$ cat config.mk
export PLATFORM = sky130hd
export DESIGN_NAME = instruction_fetch_unit
export DESIGN_NICKNAME = d
export VERILOG_FILES = /design/src/rtl/instruction_fetch_unit_pkg.sv /design/src/rtl/instruction_fetch_unit_branch_decode.sv /design/src/rtl/instruction_fetch_unit.sv
export SDC_FILE = /design/constraint.sdc
export NUM_CORES = 1
export LEC_CHECK = 0
export BUFFER_PORTS_ARGS = -buffer_cell sky130_fd_sc_hd__buf_2
export CAP_MARGIN = 20
export CORE_AREA = 8 8 104 87
export CTS_CLUSTER_DIAMETER = 80
export DETAILED_ROUTE_END_ITERATION = 16
export DIE_AREA = 0 0 112 95
export PLACE_DENSITY = 0.88
export SLEW_MARGIN = 10
export SYNTH_ARGS = -nofsm -noshare
export SYNTH_HDL_FRONTEND = slang
export SYNTH_HIERARCHICAL = 1
export SYNTH_SLANG_ARGS = --single-unit
$ cat constraint.sdc
create_clock -name Clock -period 1.94 [get_ports Clock]
set_input_delay 0.097 -clock Clock [delete_from_list [all_inputs] [get_ports Clock]]
set_output_delay 0.097 -clock Clock [all_outputs]
set_load 0.03 [all_outputs]
$ cat src/rtl/instruction_fetch_unit_pkg.sv
// Shared definitions for the instruction fetch unit: FSM encoding, decoded
// opcodes and the default memory wait budget.
package instruction_fetch_unit_pkg;

  typedef enum logic [2:0] {
    IDLE = 3'd0,
    REQ  = 3'd1,
    WAIT = 3'd2,
    UPD  = 3'd3,
    ERR  = 3'd4
  } fetch_state_t;

  localparam logic [5:0] OP_BR = 6'h04;
  localparam logic [5:0] OP_JR = 6'h08;

  localparam int DEFAULT_MAX_WAIT = 15;

endpackage

$ cat src/rtl/instruction_fetch_unit_branch_decode.sv
// Combinational decode of the captured instruction into the controls that
// steer the PC address generator (next-PC source, increment kind, offset).
module branch_decode
  import instruction_fetch_unit_pkg::*;
#(
  parameter int ADDR_W = 32,
  parameter int DATA_W = 32
) (
  input  logic [DATA_W-1:0] IR,
  output logic              PC_select,
  output logic              INC_select,
  output logic [ADDR_W-1:0] BranchOff
);

  logic [5:0]         w_opcode;
  logic [ADDR_W+17:0] w_off_ext;

  assign w_opcode  = IR[31:26];
  // Word offset becomes a byte offset: sign-extend the 16-bit immediate, then x4.
  assign w_off_ext = {{ADDR_W{IR[15]}}, IR[15:0], 2'b00};

  // NOTE: every output gets a default before the case so no latch is inferred.
  always_comb begin
    PC_select  = 1'b1;
    INC_select = 1'b0;
    BranchOff  = '0;
    case (w_opcode)
      OP_BR: begin
        INC_select = 1'b1;
        BranchOff  = w_off_ext[ADDR_W-1:0];
      end
      OP_JR:   PC_select = 1'b0;
      default: ;
    endcase
  end

endmodule

$ cat src/rtl/instruction_fetch_unit.sv
// Instruction fetch controller: issues one memory read per fetch, captures the
// instruction, then drives a single PC update decoded from that instruction.
module instruction_fetch_unit
  import instruction_fetch_unit_pkg::*;
#(
  parameter int ADDR_W   = 32,
  parameter int DATA_W   = 32,
  parameter int MAX_WAIT = DEFAULT_MAX_WAIT
) (
  input  logic              Clock,
  input  logic              Reset,
  input  logic [ADDR_W-1:0] PC,
  input  logic              fetch_go,
  input  logic              stall,
  output logic [ADDR_W-1:0] mem_addr,
  output logic              mem_rd,
  input  logic [DATA_W-1:0] mem_rdata,
  input  logic              mem_ready,
  output logic [DATA_W-1:0] IR,
  output logic              IR_valid,
  output logic              PC_enable,
  output logic              PC_select,
  output logic              INC_select,
  output logic [ADDR_W-1:0] BranchOff,
  output logic              fetch_err
);

  localparam int                CNT_W     = $clog2(MAX_WAIT + 1);
  localparam logic [CNT_W-1:0] LAST_WAIT = CNT_W'(MAX_WAIT);

  fetch_state_t      r_state;
  fetch_state_t      w_next;
  logic [CNT_W-1:0]  r_wait_cnt;
  logic [ADDR_W-1:0] r_mem_addr;
  logic              r_mem_rd;
  logic [DATA_W-1:0] r_ir;
  logic              r_ir_valid;
  logic              w_pc_aligned;
  logic              w_dec_pc_sel;
  logic              w_dec_inc_sel;
  logic [ADDR_W-1:0] w_dec_boff;

  assign w_pc_aligned = (PC[1:0] == 2'b00);

  always_comb begin
    w_next = r_state;
    case (r_state)
      IDLE: if (fetch_go && !stall) w_next = w_pc_aligned ? REQ : ERR;
      REQ:  w_next = WAIT;
      // A response on the final allowed cycle still wins over the timeout.
      WAIT: begin
        if (mem_ready)                    w_next = UPD;
        else if (r_wait_cnt == LAST_WAIT) w_next = ERR;
      end
      UPD: begin
        if (!stall) begin
          if (fetch_go) w_next = w_pc_aligned ? REQ : ERR;
          else          w_next = IDLE;
        end
      end
      ERR:     w_next = ERR;
      default: w_next = IDLE;
    endcase
  end

  // NOTE: sequential state uses non-blocking assignments so every register
  // samples pre-edge values regardless of statement order.
  always_ff @(posedge Clock) begin
    if (Reset) begin
      r_state    <= IDLE;
      r_wait_cnt <= '0;
      r_mem_addr <= '0;
      r_mem_rd   <= 1'b0;
      r_ir       <= '0;
      r_ir_valid <= 1'b0;
    end else begin
      r_state    <= w_next;
      r_ir_valid <= 1'b0;
      r_mem_rd   <= (w_next == WAIT);
      case (r_state)
        REQ: begin
          r_mem_addr <= PC;
          r_wait_cnt <= '0;
        end
        WAIT: begin
          if (mem_ready) begin
            r_ir       <= mem_rdata;
            r_ir_valid <= 1'b1;
          end else if (r_wait_cnt != LAST_WAIT) begin
            r_wait_cnt <= r_wait_cnt + 1'b1;
          end
        end
        default: ;
      endcase
    end
  end

  branch_decode #(
    .ADDR_W (ADDR_W),
    .DATA_W (DATA_W)
  ) u_branch_decode (
    .IR         (r_ir),
    .PC_select  (w_dec_pc_sel),
    .INC_select (w_dec_inc_sel),
    .BranchOff  (w_dec_boff)
  );

  // Decoded PC controls are only exposed while the update is being applied.
  assign PC_enable  = (r_state == UPD) && !stall;
  assign PC_select  = (r_state == UPD) ? w_dec_pc_sel  : 1'b1;
  assign INC_select = (r_state == UPD) ? w_dec_inc_sel : 1'b0;
  assign BranchOff  = (r_state == UPD) ? w_dec_boff    : '0;
  assign fetch_err  = (r_state == ERR);
  assign mem_addr   = r_mem_addr;
  assign mem_rd     = r_mem_rd;
  assign IR         = r_ir;
  assign IR_valid   = r_ir_valid;

endmodule

==> results.json <==
{
  "first_pass_iters": 5,
  "overflow": 0,
  "post_synth_inst_count": 415,
  "cpMaxStageDelayCell": "dfxtp_2",
  "status": "finished clean",
  "layout.nets": 699,
  "fin_crit_ps": 1880,
  "clk_latency_ps": 340,
  "htree_levels": 3,
  "area.growth.synth_to_final_pct": 52.9,
  "switchingPower_mw": 0.761,
  "ys_seq_area_share_pct": 45.1,
  "synth_compound_area_share_pct": 11.5,
  "pwr-share-clk_pct": 41.2,
  "root_buffer": "clkbuf_8",
  "grt_pass1_wl_um": 18700,
  "drtAntennaViolNets": 0,
  "wl_per_cell_um": 16.6,
  "synth-xor-area-share_pct": 0.270,
  "rsz0062_at_grt": "true",
  "cap_violations": 0,
  "finalCritPeriodShare_pct": 96.7,
  "clkSinkCount": 73,
  "fin_tns_setup_ps": 0,
  "grt_antenna_before_repair": 1,
  "grt_usage_pct": 21.9,
  "cp.buffers_inverters": 3,
  "via_per_inst": 5.10,
  "synth_top_cell_by_area": "dfxtp_1",
  "crit_chain": "nor4_4 > buf_6 > buf_4 > and3_1 > and3_1 > buf_2",
  "critPathKind": "reg -> out",
  "p_int_mw": 2.42,
  "synth_edf_count": 0,
  "setup_viol": 0,
  "place_congestion": 0.797,
  "synth_area_leaders": "dfxtp_1 45%, nand2_1 15%, a21oi_1 11%",
  "initial_core_util_pct": 44.5,
  "timing.fmax_mhz": 533,
  "yosys.area.top_type_share_pct": 45.1,
  "yosys_most_used_dff": "dfxtp_1",
  "synth.distinct_cells": 38,
  "fin_util_pct": 68.0,
  "first_global_vias": 3720,
  "dieArea_um2": 10600,
  "skew_ps": 13.0,
  "critPathRequiredTime_ps": 1840,
  "synth_top_family_by_area": "simple AND/OR/NAND/NOR gates",
  "synth-simple-area-share_pct": 32.6,
  "power_density_nw_per_um2": 643,
  "ys_warn_count": 6,
  "worst_pin_slew_ps": 573,
  "mostFrequentLayoutCell": "buf_2",
  "drtIter0Drc": 254,
  "ctsLongestPathBuffers": 2,
  "cts_buffers": 9,
  "hold_path_class": "in -> reg",
  "power.share.switching_pct": 23.9,
  "dr_total_vias": 3701,
  "syn_avg_cell_area_um2": 7.81,
  "endpoint_kind": "output port",
  "drive_above_1_share_pct": 34.5,
  "synth_fa_ha_area_share_pct": 0.386,
  "layout_common_cells": "165 x buf_2, 131 x nand2_1, 71 x dfxtp_1",
  "numPortBuffers": 168,
  "muxShareOfSynthArea_pct": 0.656,
  "die_w_um": 112,
  "fin_cells": 725,
  "synthesis.area_um2": 3240,
  "slowest_delay_ps": 340,
  "clk_pin_slew_worst_paths_ps": 80,
  "crit_top_cell": "and3_1",
  "synth_seq_cells": 73,
  "slew_headroom_pct": 61.8,
  "cts_tree": "yes",
  "dp_hpwl_um": 7370,
  "postRouteWirelength_um": 12100,
  "grt_max_degree": 45,
  "core_area_um2": 7290,
  "arrival_ps": 1780,
  "drt_drc_violations_left": 0,
  "dp_cells": 638,
  "pwr-share-seq_pct": 48.1,
  "ys_async_sr_fraction_pct": 0,
  "rows": 28,
  "die_h_um": 95,
  "startpoint_type": "register",
  "hold_viol": 0,
  "p_comb_share_pct": 10.7,
  "crit_fanout": 10,
  "vdd_drop_max_mv": 0.489,
  "crit_family": "simple AND/OR/NAND/NOR gates",
  "power_leakage_nw": 2.43,
  "ios": 171,
  "drv_slew": 0
}
==> power by group through the flow <==
stage	Combinational, mW	Clock [mW]	Sequential (mW)
2_1_floorplan	0.0904	0	1.59
3_3_place_gp	0.216	0	1.56
3_5_place_dp	0.223	0	1.57
4_1_cts	0.324	1.34	1.53
5_1_grt	0.365	1.42	1.53
6_report	0.339	1.31	1.53
==> flip-flops by register name, summed over array words and instances, names as in the netlist <==
name        flops
IR             32
mem_addr       32
r_wait_cnt      4
r_state         3
IR_valid        1
mem_rd          1
==> per-stage QoR <==
step	hold WS (ps)	instance area (µm²)	worst slack, ps	power [mW]
floorplan	233	3250	177	1.68
global placement	336	4030	389	1.78
detailed placement	342	4030	344	1.79
CTS	105	4890	17.9	3.19
global route	138	4960	-45.3	3.32
finish	146	4960	63.2	3.18
==> Yosys cell counts, types with 2 or more instances <==
cell,n
nor2_1,5
nor3_1,2
nor3b_1,2
and3_2,8
a21oi_1,69
nor2b_1,2
and3_1,43
nand3_1,2
and2_1,3
buf_6,4
buf_2,8
nand3b_1,2
buf_4,19
inv_1,2
dfxtp_1,73
nand2_1,131
clkbuf_1,18
nand4b_1,2
==> logic make-up (layout without fill, tap and decap cells) <==
logic type	after synthesis	after routing
AOI/OAI and AO/OA	73	73
xor gates and xnor gates	1	1
buffers and inverters	51	268
muxes	2	2
and+or+nand+nor	213	214
DFF	73	73
other	1	3
adders and majority gates	1	1
==> tightest hold or removal path: stages <==
cell      delay (ps)
buf_2            110
o41ai_1          100
nor4bb_1         130
==> what timing repair did <==
item	in CTS	in global routing
resized for setup	1	10
setup buffers	0	5
hold buffers	64	0
gates cloned	0	1
setup endpoints to repair	15	28
endpoints found under the hold margin	64	0
==> routing by layer <==
metal | track usage, % | vias to the layer above | share of wire [%]
met5 | 0 | - | 0
met4 | 10.1 | 0 | 3.1
met3 | 8.10 | 33 | 7.6
met2 | 41.6 | 152 | 53
met1 | 21.1 | 1728 | 36
li1 | - | 1788 | -
==> final timing paths <==
check	slack (ps)	endpoint	cells past startpoint	from
setup reg to reg	320	IR[20]	6	r_state[0]
hold / removal	150	r_state[0]	3	stall
setup / recovery	60	BranchOff[13]	6	IR[27]
hold reg to reg	460	mem_addr[25]	2	mem_addr[25]
==> final cells by class <==
type	count	area (µm²)
clock inverter	6	92.6
inverter	2	7.51
tap	90	113
multi-input combinational	293	1500
clock buffer	10	128
sequential	73	1460
fill	567	2330
antenna	1	2.50
timing repair buffer	250	1650
Power figures use the tool's default switching activity.
